===== config.mk =====
export PLATFORM = sky130hd
export DESIGN_NAME = psg_multi_mixer
export DESIGN_NICKNAME = d
export VERILOG_FILES = /design/src/rtl/psg_pkg.sv /design/src/rtl/psg_activity_det.sv /design/src/rtl/psg_multi_mixer.sv
export SDC_FILE = /design/constraint.sdc
export NUM_CORES = 1
export LEC_CHECK = 0
export BUFFER_PORTS_ARGS = -buffer_cell sky130_fd_sc_hd__buf_4
export CAP_MARGIN = 20
export CORE_MARGIN = 2
export CORE_UTILIZATION = 50
export DETAILED_ROUTE_END_ITERATION = 6
export GPL_ROUTABILITY_DRIVEN = 0
export PLACE_DENSITY_LB_ADDON = 0.3
export SYNTH_ARGS = -nofsm -noshare
export SYNTH_HDL_FRONTEND = slang
export SYNTH_HIERARCHICAL = 1
export SYNTH_SLANG_ARGS = --single-unit

===== constraint.sdc =====
create_clock -name CLK -period 2.3 [get_ports CLK]
set_input_delay 0.46 -clock CLK [delete_from_list [all_inputs] [get_ports CLK]]
set_output_delay 0.46 -clock CLK [all_outputs]
set_load 0.005 [all_outputs]

===== src/rtl/psg_pkg.sv =====
// psg_pkg: shared byte type, select-prefix decode, mix shift lookup and clog2 helper
package psg_pkg;
    typedef logic [7:0] bus_byte_t;

    function automatic int clog2(input int v);
        int r = 0;
        while ((1 << r) < v) r++;
        return r;
    endfunction

    function automatic logic sel_prefix_ok(input bus_byte_t di, input int sb);
        return (di >> sb) == (8'hff >> sb);
    endfunction

    function automatic logic [1:0] mix_shift(input logic [2:0] n);
        return n <= 3'd1 ? 2'd0 : n == 3'd2 ? 2'd1 : 2'd2;
    endfunction
endpackage


===== src/rtl/psg_activity_det.sv =====
// psg_activity_det: per-chip hold timer, keeps a chip playing for HOLD CE ticks after its last non-zero sample
module psg_activity_det import psg_pkg::*; #(
    parameter int HOLD = 256
) (
    input  logic clk,
    input  logic rst_n,
    input  logic ce,
    input  logic hit,
    output logic playing
);
    localparam int CW = clog2(HOLD + 1);
    logic [CW-1:0] cnt;
    always_ff @(posedge clk or negedge rst_n)
        if (!rst_n) cnt <= '0;
        else if (ce) cnt <= hit ? CW'(HOLD) : cnt - CW'(cnt != '0);
    assign playing = cnt != '0;
endmodule


===== src/rtl/psg_multi_mixer.sv =====
// psg_multi_mixer: chip-select routing, read-back mux, activity tracking and two-stage normalised mix of N PSGs
module psg_multi_mixer import psg_pkg::*; #(
    parameter int N_CHIPS     = 2,
    parameter int W           = 8,
    parameter int HOLD        = 256,
    parameter int DEFAULT_SEL = N_CHIPS - 1
) (
    input  logic                        CLK,
    input  logic                        RESET_N,
    input  logic                        CE,
    input  logic                        BDIR,
    input  logic                        BC,
    input  logic [7:0]                  DI,
    output logic [N_CHIPS-1:0]          BC_OUT,
    input  logic [8*N_CHIPS-1:0]        DO_IN,
    output logic [7:0]                  DO,
    input  logic [W*N_CHIPS-1:0]        CH_A_IN,
    input  logic [W*N_CHIPS-1:0]        CH_B_IN,
    input  logic [W*N_CHIPS-1:0]        CH_C_IN,
    input  logic [N_CHIPS-1:0]          MUTE,
    output logic [clog2(N_CHIPS)-1:0]   SEL_IDX,
    output logic [N_CHIPS-1:0]          PLAYING,
    output logic [W-1:0]                CHANNEL_A,
    output logic [W-1:0]                CHANNEL_B,
    output logic [W-1:0]                CHANNEL_C
);
    localparam int SB = clog2(N_CHIPS);
    localparam int SW = W + SB;
    logic [SB-1:0] sel;
    logic [N_CHIPS-1:0] mix;
    logic [2:0] n_c, s1_n;
    logic [W*N_CHIPS-1:0] ch [3];
    logic [W-1:0] s1 [3][N_CHIPS];
    logic [SW-1:0] sum [3];
    assign ch = '{CH_A_IN, CH_B_IN, CH_C_IN};
    assign SEL_IDX = sel;
    always_ff @(posedge CLK or negedge RESET_N)
        if (!RESET_N) sel <= SB'(DEFAULT_SEL);
        else if (BDIR && BC && sel_prefix_ok(DI, SB) && int'(DI[SB-1:0]) < N_CHIPS) sel <= DI[SB-1:0];
    always_comb begin
        BC_OUT = '0;
        DO = '0;
        for (int i = 0; i < N_CHIPS; i++) begin
            BC_OUT[i] = BC && sel == SB'(i);
            if (sel == SB'(i)) DO = DO_IN[8*i +: 8];
        end
        mix = (PLAYING | (N_CHIPS'(1) << DEFAULT_SEL)) & ~MUTE;
        n_c = 3'($countones(mix));
    end
    for (genvar g = 0; g < N_CHIPS; g++) begin : g_act
        psg_activity_det #(.HOLD(HOLD)) u_det (
            .clk(CLK),
            .rst_n(RESET_N),
            .ce(CE),
            .hit(|{CH_A_IN[W*g +: W], CH_B_IN[W*g +: W], CH_C_IN[W*g +: W]}),
            .playing(PLAYING[g])
        );
    end
    always_ff @(posedge CLK or negedge RESET_N)
        if (!RESET_N) begin
            for (int c = 0; c < 3; c++)
                for (int i = 0; i < N_CHIPS; i++) s1[c][i] <= '0;
            s1_n <= '0;
        end else begin
            for (int c = 0; c < 3; c++)
                for (int i = 0; i < N_CHIPS; i++) s1[c][i] <= mix[i] ? ch[c][W*i +: W] : '0;
            s1_n <= n_c;
        end
    always_comb
        for (int c = 0; c < 3; c++) begin
            sum[c] = '0;
            for (int i = 0; i < N_CHIPS; i++) sum[c] = sum[c] + SW'(s1[c][i]);
        end
    // sum never exceeds n*(2^W-1), so the shifted value always fits in W bits
    always_ff @(posedge CLK or negedge RESET_N)
        if (!RESET_N) begin
            CHANNEL_A <= '0;
            CHANNEL_B <= '0;
            CHANNEL_C <= '0;
        end else begin
            CHANNEL_A <= W'(sum[0] >> mix_shift(s1_n));
            CHANNEL_B <= W'(sum[1] >> mix_shift(s1_n));
            CHANNEL_C <= W'(sum[2] >> mix_shift(s1_n));
        end
endmodule

==> impl_metrics.ini, run 1 <==
[critical_path]
required_ps = 2520
max_stage_delay_ps = 420
r2r_setup_slack_ps = 90
worst_path_dominant_cell_family = compound AO/OA/AOI/OAI gates
slowest_stage = fa_1
worstSetupPathType = flop to flop
cp_cell_sequence = ha_1 -> fa_1 -> a21o_1 -> a31oi_1 -> nor2_1 -> o41ai_2 -> o221ai_1
worstPathArrival_ps = 2440
crit_buf_inv = 0
cp_max_fo = 3
crit_path_start_kind = flop
crit_path_end_kind = flop

[logic_synthesis]
synth_nets = 604
yosys-top-cells-area = dfrtp_1 (44%), ha_1 (7.0%), nor2b_1 (3.4%), a21oi_1 (3.1%), and2_1 (3.0%)
ys.warnings.count = 6
synth_edf_count = 0
syn_inst = 493
synth_top_area_share_pct = 44.4
synth_area_leader_cell = dfrtp_1
synth_common_cells = dfrtp_1 (92), a21oi_1 (32), ha_1 (29), nor2b_1 (28), and2_1 (25)
async_flop_share_pct = 100
synth_cell_types = 74
synth-seq-area-share_pct = 45.0
synth_flop_cell = dfrtp_1
syn_area_mm2 = 0.00518
synth-seq-cells = 93
syn_avg_cell_area_um2 = 10.5
synth_most_common_cell = dfrtp_1

[pwr]
pwr-share-seq_pct = 47.8
clkPwrFrac_pct = 24.8
power_switching_share_pct = 30.5
internal-power_w = 0.00275
power.switching_w = 0.00121
pwr-share-comb_pct = 27.4
total_power_w = 0.00396
peakVddDrop_v = 0.000282
p_leak_nw = 3.09
p_per_area_mw_per_mm2 = 616

[floorplan]
row_count = 37
ios = 116
initial_core_util_pct = 50.9
die_h_um = 106
fp.coreArea_mm2 = 0.0102
die_area_mm2 = 0.0112
die_x_um = 106

[outcome]
outcome = complete, no violations

[timing]
worst_slew_pin_slew_ps = 905
finalSetupViolCount = 0
final_max_slew_viol_count = 0
relSlewSlack_pct = 39.5
hold_violations = 0
skew_ps = 9.74
final.setup.tns_ps = 0
fin_crit_sh_pct = 96.2
fin_crit_ps = 2210
rsz0062_at_grt = no
max_freq_ghz = 0.452

[route]
via_per_inst = 5.50
first_pass_iters = 4
vias = 4167
first_iter_violations = 186
wl_um = 11800
drc = 0
ant_nets = 0
wire_per_inst_um = 15.6

[global_routing]
grt_max_degree = 43
grt_pass1_vias = 4131
grt_pass1_wl_um = 19500
antenna_found_initial = 0
grtUsageTotal_pct = 21.9
gr-total-overflow = 0

[clocking]
numCtsBuffers = 9
htree_num_levels = 3
worstSkewPairLatency_ps = 370
numClockSinks = 93
clockBufferDepth = 2
cts-root-buf = clkbuf_8
path_clk_slew_ps = 90
cts_hold_buf = 0
cts_tree = done

[worst_hold_path]
hold_class = input pin to asynchronous set/reset pin

[finish]
fillers = 828
insertedDiodeCount = 0
synthToLayoutAreaGrowth_pct = 24.3
multi_input_area_mm2 = 0.00271
final_nets = 727
drive_gt1_share_pct = 29.6
seqCellArea_mm2 = 0.00233

[place]
io_buffers = 115
hpwlAfterDp_um = 9220

[run]
max-cap-violations = 0
-- power by group through the flow --
| stage | logic (W) | clock network (W) | registers (W) |
|---|---|---|---|
| after floorplan | 0.000641 | 0 | 0.00190 |
| after global placement | 0.00104 | 0 | 0.00192 |
| after detailed placement | 0.00107 | 0 | 0.00192 |
| after CTS | 0.00108 | 0.00100 | 0.00189 |
| after global routing | 0.00120 | 0.00107 | 0.00192 |
| final | 0.00109 | 0.000984 | 0.00189 |
-- layer usage --
layer | track usage (%) | vias up | share of wire, %
met5 | 0 | - | 0
met2 | 37.2 | 99 | 50
met1 | 28.4 | 2003 | 44
met4 | 6.30 | 0 | 1.4
li1 | - | 2049 | -
met3 | 4.58 | 16 | 4.3
-- final cells by class --
type / instances / share of cell area, %
Clock buffer: 9 / 1.92
Clock inverter: 7 / 0.778
Inverter: 19 / 1.11
Multi-Input combinational cell: 364 / 42.1
Sequential cell: 93 / 36.2
Tap cell: 136 / 2.64
Timing Repair Buffer: 129 / 15.2
-- cell usage in the layout (no fill, tap or decap), types with 6 or more instances in the layout --
master and count:
inv_1 18, and2_1 25, a21o_1 14, ha_1 29, dfrtp_1 92, a21oi_1 32
nand3_1 9, nor2_1 24, a211oi_1 6, mux2_2 11, o22ai_1 9, o21ai_0 16
mux2i_1 11, nor4_1 16, clkbuf_8 9, nor2b_1 28, xnor2_1 10, buf_4 128
nand2_1 22
-- what timing repair did --
action                                  in CTS  in global routing
endpoints found under the setup margin       0                  8
buffers inserted                             0                  1
resized for setup                            0                  4
-- path summary, 6_finish.rpt --
check / startpoint / to / cells after the start
worst max-delay path: s1[16] / CHANNEL_B[6] / 7
max in group asynchronous: RESET_N / SEL_IDX / 2
min in group CLK: CH_A_IN[1] / s1[41] / 2
worst min-delay path: RESET_N / CHANNEL_C[2] / 1
worst max register to register: s1[16] / CHANNEL_B[6] / 7
worst min register to register: g_act[1].u_det/cnt[7] / g_act[1].u_det/cnt[7] / 2
-- through the flow --
step / area (um2) / cells / util [%] / hold WS, ps / setup slack [ps]
2_1_floorplan: 5180 / 493 / - / 164 / 210
3_3_place_gp: 6240 / 740 / 61.2 / 450 / 131
3_5_place_dp: 6240 / 740 / 61.2 / 449 / 48.1
4_1_cts: 6410 / 756 / 62.9 / 52.6 / 12.4
5_1_grt: 6440 / 757 / 63.2 / 67.9 / 5.98
6_report: 6440 / 757 / 63.2 / 40.1 / 87.4
-- kinds of logic (layout without fill, tap and decap cells) --
kind of cell	after synthesis	in the layout	synth area share [%]
xor+xnor	13	13	2.20
buf+inv	36	164	3.07
mux	24	24	5.10
fa+ha+maj	32	32	8.16
simple gates	174	174	19.9
flops	93	93	45.0
compound gates	121	121	16.6
-- registers in the layout, summed over array words and instances (netlist names) --
| register | cells |
|---|---|
| s1 | 48 |
| SEL_IDX | 1 |
| CHANNEL_C | 8 |
| g_act.u_det/cnt | 18 |
| CHANNEL_B | 8 |
| CHANNEL_A | 8 |
| s1_n | 2 |
(Power assumes the default switching activity.)
==> run 2: changes to the inputs <==
Settings changed: ABC_AREA set to 1.
==> impl_metrics.ini, run 2 <==
[outcome]
outcome = complete, no violations

[finish]
insertedDiodeCount = 0
seqCellArea_mm2 = 0.00233
largest_reg_flops = 48
finish.utilization_pct = 63.0
final_cell_area_mm2 = 0.00642
layout_common_cells = nand2_1 (165), buf_4 (118), inv_1 (101)
fin_cells = 924
top_register = s1
biggestRegsByFlops = s1 (48), g_act.u_det/cnt (18)
fillers = 885
final_nets = 894
layout_commonest_cell = nand2_1
multi_input_area_mm2 = 0.00239
drive_gt1_share_pct = 21.6
synthToLayoutAreaGrowth_pct = 23.9

[timing]
worst_slew_pin_slew_ps = 466
final.setup.tns_ps = 0
hold_violations = 0
max_freq_ghz = 0.485
fin_crit_ps = 2060
relSlewSlack_pct = 68.8
finalSetupViolCount = 0
rsz0062_at_grt = no
fin_crit_sh_pct = 89.7
final_max_slew_viol_count = 0
skew_ps = 10.8

[logic_synthesis]
synth_area_leader_cell = dfrtp_1
synth-seq-cells = 93
synth_flop_cell = dfrtp_1
syn_area_mm2 = 0.00518
synth-seq-area-share_pct = 45.0
synth_nets = 774
syn_avg_cell_area_um2 = 7.81
syn_inst = 663
synth_cell_types = 37
synth_common_cells = nand2_1 (165), inv_1 (101), dfrtp_1 (92), nor2_1 (86), nand3_1 (66)
synth_edf_count = 0
synth_top_area_share_pct = 44.4
yosys-top-cells-area = dfrtp_1 (44%), nand2_1 (12%), inv_1 (7.3%), ha_1 (7.0%), nand3_1 (6.4%)
synth_most_common_cell = nand2_1
ys.warnings.count = 6
async_flop_share_pct = 100

[floorplan]
die_x_um = 106
fp.coreArea_mm2 = 0.0102
initial_core_util_pct = 50.9
die_area_mm2 = 0.0112
row_count = 37
ios = 116
die_h_um = 106

[critical_path]
worst_path_dominant_cell_family = flip-flops
r2r_cells = 10
crit_path_end_kind = output pin
cp_max_fo = 12
crit_cells = 4
slowest_stage = dfstp_2
worstSetupPathType = flop to output pin
cp_cell_sequence = clkinv_1 -> nand2_1 -> nand2_1 -> buf_4
r2r_setup_slack_ps = 530
crit_start = SEL_IDX
crit_buf_inv = 2
crit_path_start_kind = flop
max_stage_delay_ps = 660
required_ps = 1840
reg2reg_to = CHANNEL_A[6]
regToRegStartpoint = s1[32]
cpMostUsedCell = nand2_1
worstPathArrival_ps = 1600

[global_routing]
grt_max_degree = 34
antenna_found_initial = 0
gr-total-overflow = 0
grtUsageTotal_pct = 21.6
grt_pass1_wl_um = 19200
grt_pass1_vias = 4347

[route]
wire_per_inst_um = 12.1
ant_nets = 0
via_per_inst = 4.90
drc = 0
wl_um = 11200
first_pass_iters = 5
first_iter_violations = 214
vias = 4525

[pwr]
peakVddDrop_v = 0.000333
p_per_area_mw_per_mm2 = 620
total_power_w = 0.00398
p_leak_nw = 3.62

[clocking]
numClockSinks = 93
htree_num_levels = 3
numCtsBuffers = 9
cts_setup_buffers = 0
cts-root-buf = clkbuf_8
path_clk_slew_ps = 90
cts_tree = done
worstSkewPairLatency_ps = 370
clockBufferDepth = 2

[run]
max-cap-violations = 0

[place]
hpwlAfterDp_um = 9170
io_buffers = 115
placed_cells = 907
placed_cell_area_mm2 = 0.00620

[worst_hold_path]
hp-start = CH_A_IN[11]
min_to = s1[35]
holdPathStages = 3
hold_class = input pin to flop
-- run 2: cell types whose count changed in the layout (fill, tap and decap cells not counted), sizes merged, moves of 12 or more --
cell   delta
inv      +89
nor2     +71
mux2     -13
nor2b    -28
a21oi    -12
nand2   +149
nand3    +64
and2     -29
nor4     -13
-- run 2: metrics by stage --
stage | hold slack (ps) | setup WS, ps
detailed placement | 351 | 498
finish | 308 | 238
floorplan | 164 | 675
global route | 305 | 78.8
CTS | 298 | 203
global placement | 351 | 534
-- run 2: repair_timing --
action	CTS	global route
hold buffers	1	0
resized for setup	0	0
hold endpoints to repair	16	0
-- run 2: report_power, final --
group | switching [W] | internal (W) | total, W
combinational | 0.000526 | 0.000438 | 0.000965
sequential | 0.0000884 | 0.00179 | 0.00188
clock | 0.000592 | 0.000539 | 0.00113
-- run 2: layer usage --
metal  global-route usage [%]  routed length [um]
met5                        0                   0
met4                     9.30                 261
met3                     3.46                 517
met2                     36.9                5600
met1                     27.3                4820
-- run 2: logic make-up after synthesis --
group                      count (synthesis)  synth area share, %
AOI/OAI and AO/OA                         41                 4.49
xor gates and xnor gates                   5                0.845
adders and majority gates                 32                 8.16
buffers and inverters                    120                 8.96
DFF                                       93                 45.0
and+or+nand+nor                          372                 32.6
-- run 2: worst max-delay path by stage --
stage                            end  slack, ps
6_report                       DO[3]        240
4_1_cts                        DO[5]        200
2_1_floorplan           CHANNEL_B[4]        680
3_5_place_dp   g_act[0].u_det/cnt[0]        500
5_1_grt                        DO[3]         80
3_3_place_gp   g_act[0].u_det/cnt[0]        530
-- run 2: layout make-up --
| class | instances | share of cell area [%] |
|---|---|---|
| Inverter | 109 | 6.37 |
| Multi-Input combinational cell | 450 | 37.2 |
| Clock buffer | 10 | 2.14 |
| Tap cell | 136 | 2.65 |
| Sequential cell | 93 | 36.3 |
| Timing Repair Buffer | 120 | 14.3 |
| Clock inverter | 6 | 1.11 |
-- run 2: worst min-delay path, stage by stage --
cell    delay [ps]
buf_4          110
inv_1           40
nor2_1          30
==> run 3: changes to the inputs <==
Settings changed: CORE_UTILIZATION 50 to 49.
Clock period 2.3 ns to 1.7 ns, I/O delays scaled along.
==> impl_metrics.ini, run 3 (synthesized netlist as in run 2, its figures left out) <==
[outcome]
outcome = complete, no violations

[critical_path]
cp_max_fo = 3
required_ps = 1950
worstSetupPathType = flop to flop
worstPathArrival_ps = 1950
crit_path_start_kind = flop
crit_path_end_kind = flop

[route]
wl_um = 11600
ant_nets = 0
wire_per_inst_um = 12.3
first_pass_iters = 4
vias = 4599
drc = 0
via_per_inst = 4.89
first_iter_violations = 198

[finish]
largest_reg_flops = 48
layout_common_cells = nand2_1 (141), buf_4 (130), inv_1 (98)
insertedDiodeCount = 0
layout_commonest_cell = nand2_1
final_nets = 911
drive_gt1_share_pct = 29.6
top_register = s1
biggestRegsByFlops = s1 (48), g_act.u_det/cnt (18)
synthToLayoutAreaGrowth_pct = 30.2

[clocking]
clockBufferDepth = 2
worstSkewPairLatency_ps = 360
htree_num_levels = 3
cts_tree = done
numClockSinks = 93
cts-root-buf = clkbuf_8
numCtsBuffers = 9
path_clk_slew_ps = 90

[floorplan]
fp.coreArea_mm2 = 0.0103
die_x_um = 107
row_count = 37
ios = 116
die_area_mm2 = 0.0114
die_h_um = 107
initial_core_util_pct = 50.4

[timing]
skew_ps = 12.5
fin_crit_ps = 1700
final_max_slew_viol_count = 0
worst_slew_pin_slew_ps = 379
rsz0062_at_grt = yes
max_freq_ghz = 0.589
finalSetupViolCount = 0
relSlewSlack_pct = 74.5
hold_violations = 0
holdWs_ps = 187
fin_crit_sh_pct = 99.8

[pwr]
p_per_area_mw_per_mm2 = 800
total_power_w = 0.00540
peakVddDrop_v = 0.000407
p_leak_nw = 3.72

[global_routing]
antenna_found_initial = 0
grtUsageTotal_pct = 21.0
grt_pass1_wl_um = 19100
gr-total-overflow = 0
grt_max_degree = 51
grt_pass1_vias = 4294

[place]
hpwlAfterDp_um = 9010
io_buffers = 115

[worst_hold_path]
hold_class = input pin to flop

[run]
max-cap-violations = 0
## run 3: changes by cell type in the layout (fill, tap and decap cells not counted), moves of 3 or more
cell | before | now
buf_6 | 0 | 4
ha_2 | 0 | 7
nand2_2 | 6 | 29
nand2_1 | 165 | 141
fa_2 | 0 | 3
inv_2 | 7 | 10
inv_1 | 101 | 98
ha_1 | 29 | 20
fa_1 | 3 | 0
buf_4 | 118 | 130
nor2_1 | 86 | 82
## run 3: metal layers
layer / track usage (%) / routed length [um]
met1: 27.7 / 5020
met2: 35.7 / 5970
met4: 7.05 / 174
met3: 2.86 / 454
met5: 0 / 0
## run 3: final cells by class
class                   instances  area, um2
flip-flops and latches         93       2330
repair buffers                137       1070
clock inverters                 6       45.0
inverters                     109        412
fillers                       863       3530
clock buffers                  10        138
multi-input cells             450       2580
well taps                     136        170
## run 3: power by group
group          internal, W  switching, W  total [W]  leakage [nW]
Combinational     0.000686      0.000785    0.00147          2.45
Clock             0.000582      0.000796    0.00138        0.0970
Sequential         0.00243      0.000118    0.00255          1.18
## run 3: path summary, 6_finish.rpt
check                                           start                     to  slack [ps]  depth (start not counted)
max in group asynchronous                     RESET_N                SEL_IDX         940                          3
worst min register to register  g_act[0].u_det/cnt[8]  g_act[0].u_det/cnt[8]         530                          2
min in group asynchronous                     RESET_N  g_act[0].u_det/cnt[4]         500                          3
worst max register to register                 s1[24]           CHANNEL_B[4]           3                         10
worst max-delay path                           s1[24]           CHANNEL_B[4]           3                         10
worst min-delay path                            DI[0]                SEL_IDX         190                          3
## run 3: through the flow
stage | setup WS, ps | setup TNS (ps) | util, % | std cells | area, um2
6_report | 3.37 | 0 | 65.6 | 941 | 6740
5_1_grt | -107 | -582 | 65.6 | 941 | 6740
4_1_cts | -25.4 | -25.4 | 63.4 | 935 | 6510
3_5_place_dp | -44.0 | -103 | 61.2 | 917 | 6290
3_3_place_gp | 13.3 | 0 | 61.2 | 917 | 6290
2_1_floorplan | 75.1 | 0 | - | 663 | 5180
## run 3: what timing repair did
| action | CTS | global route |
|---|---|---|
| hold endpoints to repair | 92 | 0 |
| pin swaps | 1 | 22 |
| setup endpoints to repair | 15 | 56 |
| cloned | 0 | 1 |
| hold buffers | 1 | 0 |
| buffers inserted | 1 | 5 |
| gates resized for setup | 7 | 57 |
## run 3: worst max-delay path: stages, from the launching register on
cell and delay [ps]:
dfrtp_1 410, ha_4 180, fa_2 390, nand2_2 70, nand2_2 60, nand3b_1 110, nand2_2 70, nand2_2 90
nand2_2 50, nor2_1 110, nor2_1 50
